`config.mk`:
```
export PLATFORM = sky130hd
export DESIGN_NAME = core_featuremap_conv2d_0_feeder
export DESIGN_NICKNAME = d
export VERILOG_FILES = /design/src/rtl/core_featuremap_conv2d_0_feeder.sv
export SDC_FILE = /design/constraint.sdc
export NUM_CORES = 1
export LEC_CHECK = 0
export CAP_MARGIN = 20
export CELL_PAD_IN_SITES_DETAIL_PLACEMENT = 2
export CELL_PAD_IN_SITES_GLOBAL_PLACEMENT = 2
export CORE_ASPECT_RATIO = 0.75
export CORE_MARGIN = 4
export CORE_UTILIZATION = 25
export CTS_CLUSTER_DIAMETER = 200
export DETAILED_ROUTE_END_ITERATION = 10
export GPL_ROUTABILITY_DRIVEN = 0
export HOLD_SLACK_MARGIN = 0.02
export PLACE_DENSITY_LB_ADDON = 0.1
export SETUP_SLACK_MARGIN = 0.15
export SYNTH_ARGS = -nofsm -noshare
export SYNTH_HDL_FRONTEND = slang
export SYNTH_SLANG_ARGS = --single-unit
```
`constraint.sdc`:
```
create_clock -name clock -period 2.1 [get_ports clock]
set_input_delay 0.315 -clock clock [delete_from_list [all_inputs] [get_ports clock]]
set_output_delay 0.315 -clock clock [all_outputs]
set_load 0.03 [all_outputs]
```
`src/rtl/core_featuremap_conv2d_0_feeder.sv`:
```
// Packs three consecutive DWIDTH source words into one 3-lane pixel word for the conv2d input FIFO.
// Optional macro FEEDER_PIXEL_COUNT_EN adds a per-frame pixel counter and a frame_done pulse.
module core_featuremap_conv2d_0_feeder #(
    parameter int DWIDTH       = 32,
    parameter int FRAME_PIXELS = 1024
) (
    input  logic                clock,
    input  logic                reset,
    input  logic [DWIDTH-1:0]   ff_rdata,
    output logic                ff_rdreq,
    input  logic                ff_empty,
    output logic [3*DWIDTH-1:0] ff_wdata,
    output logic                ff_wrreq,
    input  logic                ff_full
`ifdef FEEDER_PIXEL_COUNT_EN
    ,
    output logic [15:0]         pix_count,
    output logic                frame_done
`endif
);

    typedef enum logic [0:0] {
        FILL = 1'b0,
        HOLD = 1'b1
    } state_e;

    state_e              state_q, state_d;
    logic [1:0]          ch_q, ch_d;
    logic [3*DWIDTH-1:0] pack_q, pack_d;
    logic                pop_s;
    logic                push_s;

    // FIFO handshakes; reset masks both strobes whatever the FIFO flags say.
    always_comb begin
        pop_s  = 1'b0;
        push_s = 1'b0;
        if (reset) begin
            pop_s  = 1'b0;
            push_s = 1'b0;
        end else begin
            case (state_q)
                FILL:    pop_s  = ~ff_empty;
                HOLD:    push_s = ~ff_full;
                default: begin
                    pop_s  = 1'b0;
                    push_s = 1'b0;
                end
            endcase
        end
    end

    assign ff_rdreq = pop_s;
    assign ff_wrreq = push_s;
    assign ff_wdata = pack_q;

    // Next state, channel counter and lane capture.
    always_comb begin
        state_d = state_q;
        ch_d    = ch_q;
        pack_d  = pack_q;
        case (state_q)
            FILL: begin
                if (pop_s) begin
                    case (ch_q)
                        2'd0:    pack_d[DWIDTH-1:0]          = ff_rdata;
                        2'd1:    pack_d[2*DWIDTH-1:DWIDTH]   = ff_rdata;
                        2'd2:    pack_d[3*DWIDTH-1:2*DWIDTH] = ff_rdata;
                        default: pack_d = pack_q;
                    endcase
                    if (ch_q == 2'd2) begin
                        ch_d    = 2'd0;
                        state_d = HOLD;
                    end else if (ch_q == 2'd3) begin
                        // Unreachable code point: resynchronise to lane 0 without capturing.
                        ch_d    = 2'd0;
                    end else begin
                        ch_d    = ch_q + 2'd1;
                    end
                end else begin
                    ch_d = ch_q;
                end
            end
            HOLD: begin
                if (push_s) begin
                    state_d = FILL;
                end else begin
                    state_d = HOLD;
                end
            end
            default: begin
                state_d = FILL;
                ch_d    = 2'd0;
            end
        endcase
    end

    // State, channel and pack registers.
    always_ff @(posedge clock) begin
        if (reset) begin
            state_q <= FILL;
            ch_q    <= 2'd0;
            pack_q  <= {(3*DWIDTH){1'b0}};
        end else begin
            state_q <= state_d;
            ch_q    <= ch_d;
            pack_q  <= pack_d;
        end
    end

`ifdef FEEDER_PIXEL_COUNT_EN
    localparam logic [15:0] LAST_PIX = 16'(FRAME_PIXELS - 1);

    logic [15:0] pix_q, pix_d;
    logic        done_q, done_d;

    // Pixel counter wraps on the last pixel of a frame and flags it for one cycle.
    always_comb begin
        pix_d  = pix_q;
        done_d = 1'b0;
        if (push_s) begin
            if (pix_q == LAST_PIX) begin
                pix_d  = 16'd0;
                done_d = 1'b1;
            end else begin
                pix_d  = pix_q + 16'd1;
            end
        end else begin
            pix_d = pix_q;
        end
    end

    // Frame counter registers.
    always_ff @(posedge clock) begin
        if (reset) begin
            pix_q  <= 16'd0;
            done_q <= 1'b0;
        end else begin
            pix_q  <= pix_d;
            done_q <= done_d;
        end
    end

    assign pix_count  = pix_q;
    assign frame_done = done_q;
`endif

endmodule

```
== Word-level counts from Yosys, hierarchy flattened ==
Cells that the tools add are included.
Widths: inputs -> output; s select.
Storage, ports and cells
  register bits after elaboration: 99
  input bits: 36
  output and inout bits: 98
  word-level logic and storage cells: 27
Operators by class
  $add $sub $neg: 1
  eq/ne operators: 3
  muxes and demuxes: 10
  bitwise gates (word level): 3
  reductions and logical operators: 5
Operators with widths (number)
  $reduce_and 3->1: 3
  $mux 1: 7
  $eq 2x2->1 const B: 2
  $mux 2: 2
  $not 1->1: 3
  $add 2x1->2 const B: 1
  $eq 2x1->1 const B: 1
  $logic_not 2->1: 1
  $pmux 1 s2: 1
  $reduce_and 2->1: 1

== Logic depth before layout (Yosys ltp) ==
  word-level depth: 5
  gate-level depth with buffers: 6
  depth with buffers taken out: 4

== Worst setup path before layout ==
No wires, ideal clock.
  path kind: input to output
  from: input port reset
  to: output port ff_wrreq
  arrival time: 1.456 ns
  data required time: 1.785 ns
  setup slack: 0.329 ns
  stages: 3
  buffers on the path: 2
  cells stage by stage: clkbuf_1 > clkbuf_1 > nor3b_1
On the way
  cells in the longest elaborated chain, start to end: 1
Ends and longest elaborated chain
  from (decl): line 8  | input logic reset,
  $mux 1: line 37  | if (reset) begin
  to (decl): line 13  | output logic ff_wrreq,
Every way passes these cells.

== Worst setup path in the final report ==
  from: input port ff_empty
  to: output port ff_rdreq
On the way
  cells in the longest elaborated chain, start to end: 3
Ends and longest elaborated chain
  from (decl): line 11  | input logic ff_empty,
  $not 1->1: line 42  | FILL: pop_s = ~ff_empty;
  $mux 1: line 41  | case (state_q)
  $mux 1: line 37
  to (decl): line 10  | output logic ff_rdreq,
Every way passes these cells.

==> results.yml <==
worst_hold_path:
  hold_class: "in -> reg"
  min_to: "ff_wdata[58]"
  whs_path_depth: 2
  min-delay-start: "reset"
flow_run:
  drv_cap: 0
layout:
  drive_above_1_share: 0.09282
  multi_input_area_um2: 1590
  final_area_um2: 5619
  seq_area_um2: 1983
  fin_nets: 602
  area_growth_pct: 46.05
  n_antenna_cell: 0
  final.fill_count: 1641
global_routing:
  grt_usage: 0.1778
  grt_max_degree: 60
  grt_busiest_layer: "met2"
  use_met3: 0.06255
  grt_antenna_before_repair: 0
  use_met1: 0.2391
  grt_pass1_wl_um: 24240
  grt_overflow: 0
  grt.met2_usage: 0.2764
  grt_pass1_vias: 4243
power_and_ir_drop:
  vdd.ir_drop.worst_uv: 347.4
  total_power_mw: 4.171
  combPwrFrac: 0.134
  p_sw_mw: 1.110
  p_int_mw: 3.061
  p_clk_frac: 0.396
  powerDensity_nw_per_um2: 742.3
  leakage_nw: 1.788
  switching_share: 0.2661
  seq_power_share: 0.470
routing:
  vias: 3860
  firstDrtPassIters: 4
  wirelength_um: 15300
  ant_nets: 0
  wl_per_cell_um: 19.84
  detail_route.iter0.violations: 221
  drc: 0
  via_per_inst: 5.006
clocking:
  clk_pin_slew_ps: 70
  cts_root_buf: "clkbuf_16"
  ctsHoldBuffers: 0
  htree_levels: 3
  clockBufferDepth: 2
  cts_tree: "done"
  cts_sinks: 99
  numCtsBuffers: 9
  clk_latency_ps: 350
  post_cts_buffers: 0
placement:
  place_ws_ps: -16.25
  place_area_um2: 5325
  dp_hpwl_um: 10490
  io_buffers: 133
synthesis:
  synth.ff_latch_count: 99
  postSynth.asyncResetShare: 0
  synthCells: 456
  avgSynthCellArea_um2: 8.437
  ys.flop_type: "dfxtp_1"
  syn-cell-area_um2: 3847
  synth_edf_count: 0
  yosys.area.top_type_share: 0.5151
  yosys_warnings: 0
  yosysSeqAreaShare: 0.5151
  synth_cell_types: 22
  synthesis.nets: 492
  synth_top_cells_by_area: "dfxtp_1 (52%), a21oi_1 (13%), nand3_1 (12%), o21ai_1 (9.9%), clkbuf_1 (2.9%)"
  synth_area_leader_cell: "dfxtp_1"
worst_setup_path:
  worstPathArrival_ps: 1560
  cp_slowest_cell: "clkdlybuf4s50_1"
  crit_chain: "clkdlybuf4s50_1, or3_1, inv_4, buf_4"
  crit_fanout: 7
  crit_path_max_incr_delay_ps: 480
  rr_worst_depth: 4
  worstReg2RegEnd: "ff_wdata[4]"
  required_ps: 1780
  crit_type: "in -> out"
  end_kind: "output pin"
  reg2reg_from: "ch_q[1]"
  startpoint_type: "input pin"
  reg2reg_slack_ps: 330
timing:
  finalCritPeriodShare: 0.8908
  hold_viol: 0
  setup_viol: 0
  worst_slew_pin_slew_ps: 915.6
  setup_slack_ps: 229.2
  fin_worst_skew_ps: 4.508
  min_period_ps: 1871
  fin_hold_ws_ps: 351.9
  maxSlewViolCount: 0
  slew_headroom: 0.3883
  fmax_mhz: 534.5
  rsz0062_at_grt: "no"
floorplanning:
  io_pins: 134
  rows: 38
  dieArea_um2: 17460
  die_h_um: 115.4
  start_util: 0.2602
  core_um2: 14790
  die_w_um: 151.2
run_status:
  status: "finished, final reports clean"
==> state kept, by name (all words and copies together) (netlist names) <==
signal and count:
ff_wdata 96, ch_q 2, state_q 1
==> worst max-delay path, delay by kind of cell <==
family / cells / cell delay (ps)
simple gates: 1 / 430
buf+inv: 3 / 810
==> worst max-delay path by stage <==
stage / start / endpoint / slack, ps
finish: ff_empty / ff_rdreq / 230
global route: ff_empty / ff_rdreq / 180
CTS: ff_empty / ff_rdreq / 160
detailed placement: ff_empty / ff_wdata[4] / -20
global placement: ff_empty / ff_wdata[47] / 50
floorplan: reset / ff_wrreq / 330
==> final cells by class <==
cell class                 count  area share
clock buffer                  15     0.05121
clock inverter                 1   0.0008907
inverter                       2    0.001781
multi-input combinational    302      0.2830
sequential                    99      0.3529
tap                          200     0.04453
timing repair buffer         152      0.2656
==> through the flow <==
| stage | TNS, ps | std cells | util |
|---|---|---|---|
| 2_1_floorplan | 0 | 456 | - |
| 3_3_place_gp | 0 | 755 | 0.3601 |
| 3_5_place_dp | -31.34 | 755 | 0.3601 |
| 4_1_cts | 0 | 771 | 0.3798 |
| 5_1_grt | 0 | 771 | 0.3800 |
| 6_report | 0 | 771 | 0.3800 |
==> placed cells by master (no fill, tap or decap) <==
master / n
nand3_1: 96
o21ai_2: 12
clkbuf_8: 4
clkdlybuf4s50_1: 130
clkbuf_16: 9
buf_12: 2
nor4_4: 1
or2b_1: 1
buf_4: 19
a21oi_1: 98
clkinv_2: 1
dfxtp_2: 1
inv_2: 1
or4_2: 1
inv_4: 1
nor2b_4: 1
clkbuf_1: 2
o21ai_1: 76
nor3b_1: 1
dlygate4sd2_1: 1
mux2i_1: 1
nand2_1: 4
or3_1: 1
dfxtp_1: 98
o21ai_0: 8
nor2_1: 1
==> power by group through the flow <==
stage	clock network, mW	registers [mW]	logic (mW)
after floorplan	0	2.08	0.220
after global placement	0	2.00	0.554
after detailed placement	0	2.00	0.565
after CTS	1.71	1.96	0.569
after global routing	1.78	1.97	0.604
final	1.65	1.96	0.561
==> per-layer routing <==
layer  vias up  part of all wire
met5         -                 0
met4         0            0.0087
met3         9             0.066
met2        79              0.45
met1      1919              0.48
li1       1853                 -
==> synthesized netlist by cell type, drive strengths merged (4+ instances only) <==
master / instances
nand2: 4
o21ai: 96
clkbuf: 30
buf: 23
a21oi: 98
nand3: 96
dfxtp: 99
==> logic make-up after synthesis <==
family                 Yosys count  share of synthesized area
buffers and inverters           55                    0.07610
AND/OR/NAND/NOR                107                     0.1421
multiplexers                     1                   0.002602
flip-flops                      99                     0.5151
AO/OA/AOI/OAI                  194                     0.2641
==> repair_timing <==
item / in CTS / in global routing
gates resized for setup: 1 / 1
setup endpoints to repair: 1 / 1
gates cloned: 0 / 0
(Power assumes the default switching activity.)
